--- config.mk ---
export PLATFORM = sky130hd
export DESIGN_NAME = regfile_wb_arbiter
export DESIGN_NICKNAME = d
export VERILOG_FILES = /design/src/rtl/regfile_wb_arbiter.sv
export SDC_FILE = /design/constraint.sdc
export NUM_CORES = 1
export LEC_CHECK = 0
export CORE_MARGIN = 2
export CORE_UTILIZATION = 62
export CTS_CLUSTER_SIZE = 30
export DETAILED_ROUTE_END_ITERATION = 6
export DONT_BUFFER_PORTS = 1
export PLACE_DENSITY = 0.89
export SYNTH_ARGS = -nofsm -noshare
export SYNTH_HDL_FRONTEND = slang
export SYNTH_SLANG_ARGS = --single-unit
--- constraint.sdc ---
create_clock -name clk -period 5.49 [get_ports clk]
set_input_delay 1.647 -clock clk [delete_from_list [all_inputs] [get_ports clk]]
set_output_delay 1.647 -clock clk [all_outputs]
set_load 0.1 [all_outputs]
--- src/rtl/regfile_wb_arbiter.sv ---
// Two-requester writeback arbiter in front of a single register-file write port.
// Requester A is the ALU writeback and requester B is the memory-load writeback.
// Writes to x0 are accepted at once and never use the port.
// The accepted non-x0 write reaches the register file one cycle later through registered outputs.
// conflict_cnt counts the cycles in which a real write was held off. It saturates instead of wrapping.
module regfile_wb_arbiter #(
  parameter int FAIR = 1
) (
  input  logic        clk,
  input  logic        rst,
  input  logic        a_valid,
  input  logic [4:0]  a_dest,
  input  logic [31:0] a_data,
  output logic        a_ready,
  input  logic        b_valid,
  input  logic [4:0]  b_dest,
  input  logic [31:0] b_data,
  output logic        b_ready,
  output logic        rf_load,
  output logic [4:0]  rf_dest,
  output logic [31:0] rf_in,
  output logic [15:0] conflict_cnt
);

  typedef enum logic {GRANT_A = 1'b0, GRANT_B = 1'b1} grant_e;

  grant_e      last_grant_q, last_grant_d;
  logic        load_q, load_d;
  logic [4:0]  dest_q, dest_d;
  logic [31:0] data_q, data_d;
  logic [15:0] conflict_q, conflict_d;

  logic a_req, b_req, grant_a, grant_b, denied;

  // Arbitration, handshake and next-state computation for the write port and counter
  always_comb begin
    a_req   = a_valid && (a_dest != 5'd0);
    b_req   = b_valid && (b_dest != 5'd0);
    grant_a = 1'b0;
    grant_b = 1'b0;
    if (a_req && b_req) begin
      // On contention, A wins in fixed mode, or in fair mode when B had the port last
      if (FAIR == 0 || last_grant_q == GRANT_B) grant_a = 1'b1;
      else                                      grant_b = 1'b1;
    end else begin
      grant_a = a_req;
      grant_b = b_req;
    end
    // While reset is held nothing is accepted
    if (rst) begin
      grant_a = 1'b0;
      grant_b = 1'b0;
    end
    a_ready = !rst && ((a_valid && a_dest == 5'd0) || grant_a);
    b_ready = !rst && ((b_valid && b_dest == 5'd0) || grant_b);

    // The pointer moves only when a real write takes the port
    last_grant_d = last_grant_q;
    if (grant_a) last_grant_d = GRANT_A;
    if (grant_b) last_grant_d = GRANT_B;

    load_d = grant_a || grant_b;
    dest_d = dest_q;
    data_d = data_q;
    if (grant_a) begin
      dest_d = a_dest;
      data_d = a_data;
    end else if (grant_b) begin
      dest_d = b_dest;
      data_d = b_data;
    end

    denied     = (a_req && !a_ready) || (b_req && !b_ready);
    conflict_d = conflict_q;
    if (denied && conflict_q != 16'hFFFF) conflict_d = conflict_q + 16'd1;
  end

  // State registers; reset clears the port and counter and points at B so A wins first
  always_ff @(posedge clk or posedge rst) begin
    if (rst) begin
      last_grant_q <= GRANT_B;
      load_q       <= 1'b0;
      dest_q       <= 5'd0;
      data_q       <= 32'd0;
      conflict_q   <= 16'd0;
    end else begin
      last_grant_q <= last_grant_d;
      load_q       <= load_d;
      dest_q       <= dest_d;
      data_q       <= data_d;
      conflict_q   <= conflict_d;
    end
  end

  assign rf_load      = load_q;
  assign rf_dest      = dest_q;
  assign rf_in        = data_q;
  assign conflict_cnt = conflict_q;

endmodule

* Word-level counts from Yosys, hierarchy flattened *
Cells that the tools add are included.

storage, ports and cells
  bits in registers = 55
  input port bits = 78
  output and inout port bits = 56
  logic and storage cells = 41

cells by class
  add/subtract/negate cells = 1
  eq/ne operators = 1
  muxes and demuxes = 12
  reduce and logical (&&, ||, !) cells = 22

operators with widths
  kind                     count
  $mux W32                 2
  $add A16 B1 Y16 const B  1
  $ne A16 B16 Y1 const B   1
  $logic_and A1 B1 Y1      10
  $logic_not A5 Y1         2
  $mux W5                  2
  $reduce_bool A5 Y1       2
  $mux W1                  8
  $logic_or A1 B1 Y1       4
  $logic_not A1 Y1         3
  $reduce_bool A2 Y1       1

* Longest topological paths before layout *
  word-level depth = 11
  depth in mapped cells = 7
  mapped depth without buffers = 6

* Least setup slack after synthesis *
Ideal clock, no wire load.

  kind = input to output
  from = in rst
  to = out a_ready
  arrival time = 4.778 ns
  required time = 3.843 ns
  setup slack = -0.935 ns
  stages on the path = 6
  buffers on the path = 2
  path through = inv_1 > o211a_4 > buf_6 > buf_8 > a21oi_1 > nor2_1

between the ends
  word-level cells in the longest chain between the ends = 3
  elaborated cells on any way between the ends = 4
  classes of those cells = 1 x mux; 3 x reduce/logical

ends and longest elaborated chain
  item                   line  text
  start: declaration     10    input logic rst,
  $mux W1                50    if (rst) begin
  $logic_or A1 B1 Y1     54    a_ready = !rst && ((a_valid && a_dest == 5'd0) || grant_a);
  $logic_and A1 B1 Y1 *  54
  end: declaration       14    output logic a_ready,

Mark *: on every way between the ends. The rest lies on a longest branch, timed or not.

* Worst setup path after layout *
  from = in a_dest[1]
  to = out b_ready

between the ends
  word-level cells in the longest chain between the ends = 7

ends and longest elaborated chain
  item                 line  text
  start: declaration   12    input logic [4:0] a_dest,
  $reduce_bool A5 Y1   37    a_req = a_valid && (a_dest != 5'd0);
  $logic_and A1 B1 Y1  37
  $logic_and A1 B1 Y1  41    if (a_req && b_req) begin
  $mux W1              41
  $mux W1              50
  $logic_or A1 B1 Y1   55    b_ready = !rst && ((b_valid && b_dest == 5'd0) || grant_b);
  $logic_and A1 B1 Y1  55
  end: declaration     18    output logic b_ready,

Every way passes these cells.

==> impl_metrics.env <==
export IMPL_fin_ws_ns=0.726
export IMPL_leakage_nw=1.12
export IMPL_cts_tree="yes"
export IMPL_fin_skew_ns=0.00771
export IMPL_status="finished, final reports clean"
export IMPL_cts_setup_buffers=0
export IMPL_critical_path_top_delay_family="simple AND/OR/NAND/NOR gates"
export IMPL_area_growth_pct=5.24
export IMPL_viasPerCell=6.25
export IMPL_dpl_cell_area_um2=2700
export IMPL_critical_path_class="in -> out"
export IMPL_slowest_stage="or4_1"
export IMPL_maxCapViolCount=0
export IMPL_final_area_um2=2790
export IMPL_clk_latency_ns=0.30
export IMPL_synth_edf_count=0
export IMPL_cp_data_arrival_time_ns=3.12
export IMPL_drt_first_pass_iters=4
export IMPL_endpoint="b_ready"
export IMPL_cts_resized=0
export IMPL_crit_chain="or4_1 -> o21ai_1 -> o211a_1 -> buf_4"
export IMPL_die_area_um2=4820
export IMPL_die_y_um=69.4
export IMPL_fin_crit_ns=4.76
export IMPL_cp_num_cells=4
export IMPL_grt_pass1_wl_um=8710
export IMPL_worstMarginPinSlew_ns=1.05
export IMPL_setup_violations=0
export IMPL_final_common_cell="dfrtp_1"
export IMPL_die_x_um=69.4
export IMPL_synthFlopType="dfrtp_1"
export IMPL_nNetsFinal=328
export IMPL_grt_pass1_vias=1884
export IMPL_grt_max_degree=76
export IMPL_cpPeakStageDelay_ns=0.60
export IMPL_drt_initial_drc_count=50
export IMPL_cts_root_buf="clkbuf_8"
export IMPL_synth_avg_cell_area_um2=10.6
export IMPL_cp_num_buf_inv=1
export IMPL_synth_nets=329
export IMPL_ff2ff_setup_slack_ns=2.71
export IMPL_ys_warnings_count=0
export IMPL_vias=1876
export IMPL_core_rowCount=23
export IMPL_drive_above_1_share_pct=8.80
export IMPL_clock_sinks=55
export IMPL_synthesis_instances=250
export IMPL_maxSlewViolCount=0
export IMPL_htreeDepth=2
export IMPL_hold_class="reg -> reg"
export IMPL_ios=134
export IMPL_synthArstFlopShare_pct=100
export IMPL_timing_rr_start="conflict_cnt[2]"
export IMPL_critPathRequiredTime_ns=3.84
export IMPL_dp_slack_ns=0.729
export IMPL_reg2regPathDepth=5
export IMPL_timing_fmax_ghz=0.210
export IMPL_ys_seq_elements=55
export IMPL_overflow=0
export IMPL_syn_cell_area_um2=2650
export IMPL_fin_setup_tns_ns=0
export IMPL_antenna_found_initial=0
export IMPL_antenna_cells=0
export IMPL_worst_path_max_fanout=4
export IMPL_holdBufCountCts=0
export IMPL_grtUsageTotal_pct=22.4
export IMPL_worstReg2RegEnd="conflict_cnt[1]"
export IMPL_drc=0
export IMPL_port_buffer_count=0
export IMPL_dpl_hpwl_um=4120
export IMPL_timing_hold_violations_final=0
export IMPL_ys_types=36
export IMPL_yosysSeqAreaShare_pct=52.0
export IMPL_rsz0062_at_grt="false"
export IMPL_ant_nets=0
export IMPL_final_cell_mix="dfrtp_1, nor2_1, a21oi_1, mux2i_1, xor2_1"
export IMPL_core_area_um2=4060
export IMPL_cp_start_kind="primary input"
export IMPL_worst_setup_path_end_kind="output port"
export IMPL_wl_um=5460
export IMPL_fill_cells=327
export IMPL_gp_congestion=0.829
export IMPL_start_util_pct=65.3
export IMPL_clk_pin_slew_worst_paths_ns=0.09
export IMPL_pwr_density_cell_nw_per_um2=543
export IMPL_fin_crit_sh_pct=86.8
export IMPL_ir_drop_uv=489
export IMPL_post_drt_wl_per_cell_um=18.2
export IMPL_cts_made_buffers=5
export IMPL_cts_buffer_depth=2
export IMPL_relSlewSlack_pct=30.2
export IMPL_crit_start="a_dest[1]"
==> synth_stat cells, types with 2 or more instances <==
cell type | n | area (um^2)
nor2_1 | 42 | 158
clkbuf_1 | 5 | 18.8
nor4b_1 | 3 | 26.3
xor2_1 | 14 | 123
buf_2 | 2 | 10.0
buf_8 | 2 | 30.0
o21a_1 | 2 | 15.0
nor4_1 | 4 | 25.0
buf_1 | 2 | 7.51
or4_1 | 2 | 15.0
nand3_1 | 4 | 20.0
nor3_1 | 7 | 35.0
nand4_1 | 3 | 18.8
nand2_1 | 5 | 18.8
o21ai_0 | 2 | 10.0
a21oi_1 | 40 | 200
inv_1 | 3 | 11.3
dfrtp_1 | 54 | 1350
mux2i_1 | 37 | 370
==> cell type report <==
class / instances / area [um^2] / share of cell area (%)
clock buffers: 5 / 68.8 / 2.47
multi-input cells: 179 / 1190 / 42.7
repair buffers: 5 / 50.0 / 1.79
flip-flops and latches: 55 / 1380 / 49.4
clock inverters: 3 / 25.0 / 0.897
well taps: 50 / 62.6 / 2.24
inverters: 3 / 15.0 / 0.538
==> kinds of logic (layout without fill, tap and decap cells) <==
group,Yosys count,after routing,synth area share [%]
compound gates,50,50,10.9
xor+xnor,15,15,4.96
fa+ha+maj,2,2,0.849
buf+inv,16,16,3.63
flops,55,55,52.0
mux,38,38,14.4
simple gates,74,74,13.3
==> stage by stage <==
stage,power (W),std cells,hold slack [ns],util [%]
2_1_floorplan,0.00126,250,0.491,-
3_3_place_gp,0.00129,292,0.524,66.5
3_5_place_dp,0.00131,292,0.542,66.5
4_1_cts,0.00153,300,0.557,68.8
5_1_grt,0.00158,300,0.578,68.8
6_report,0.00151,300,0.551,68.8
==> registers in the layout, summed over array words and instances (netlist names) <==
name / flops
rf_in: 32
conflict_cnt: 16
rf_dest: 5
last_grant_q: 1
rf_load: 1
==> worst min-delay path by stage <==
stage,depth (start not counted),startpoint,slack [ns],endpoint
6_report,2,last_grant_q,0.55,last_grant_q
5_1_grt,2,last_grant_q,0.58,last_grant_q
4_1_cts,2,last_grant_q,0.56,last_grant_q
3_5_place_dp,2,last_grant_q,0.54,last_grant_q
3_3_place_gp,2,last_grant_q,0.52,last_grant_q
2_1_floorplan,2,last_grant_q,0.49,last_grant_q
==> worst min-delay path, stage by stage (launching register included) <==
cell	delay, ns
dfstp_2	0.40
o21ai_0	0.07
o31ai_1	0.08
==> layer usage <==
metal	GRT usage (%)	part of all wire [%]	vias to the layer above	routed length [um]
met2	41.3	53	114	2870
met1	24.3	37	877	2000
met5	0	0	-	0
li1	-	-	879	-
met3	8.43	9.9	6	543
met4	4.58	0.93	0	51
==> report_power, final <==
group | switching (W) | internal [W] | total (W)
Clock | 0.000128 | 0.0000913 | 0.000219
Sequential | 0.000656 | 0.000470 | 0.00113
Combinational | 0.0000961 | 0.0000738 | 0.000170
Total | 0.000880 | 0.000635 | 0.00151
Note: power is estimated with default switching activity, not from simulation.
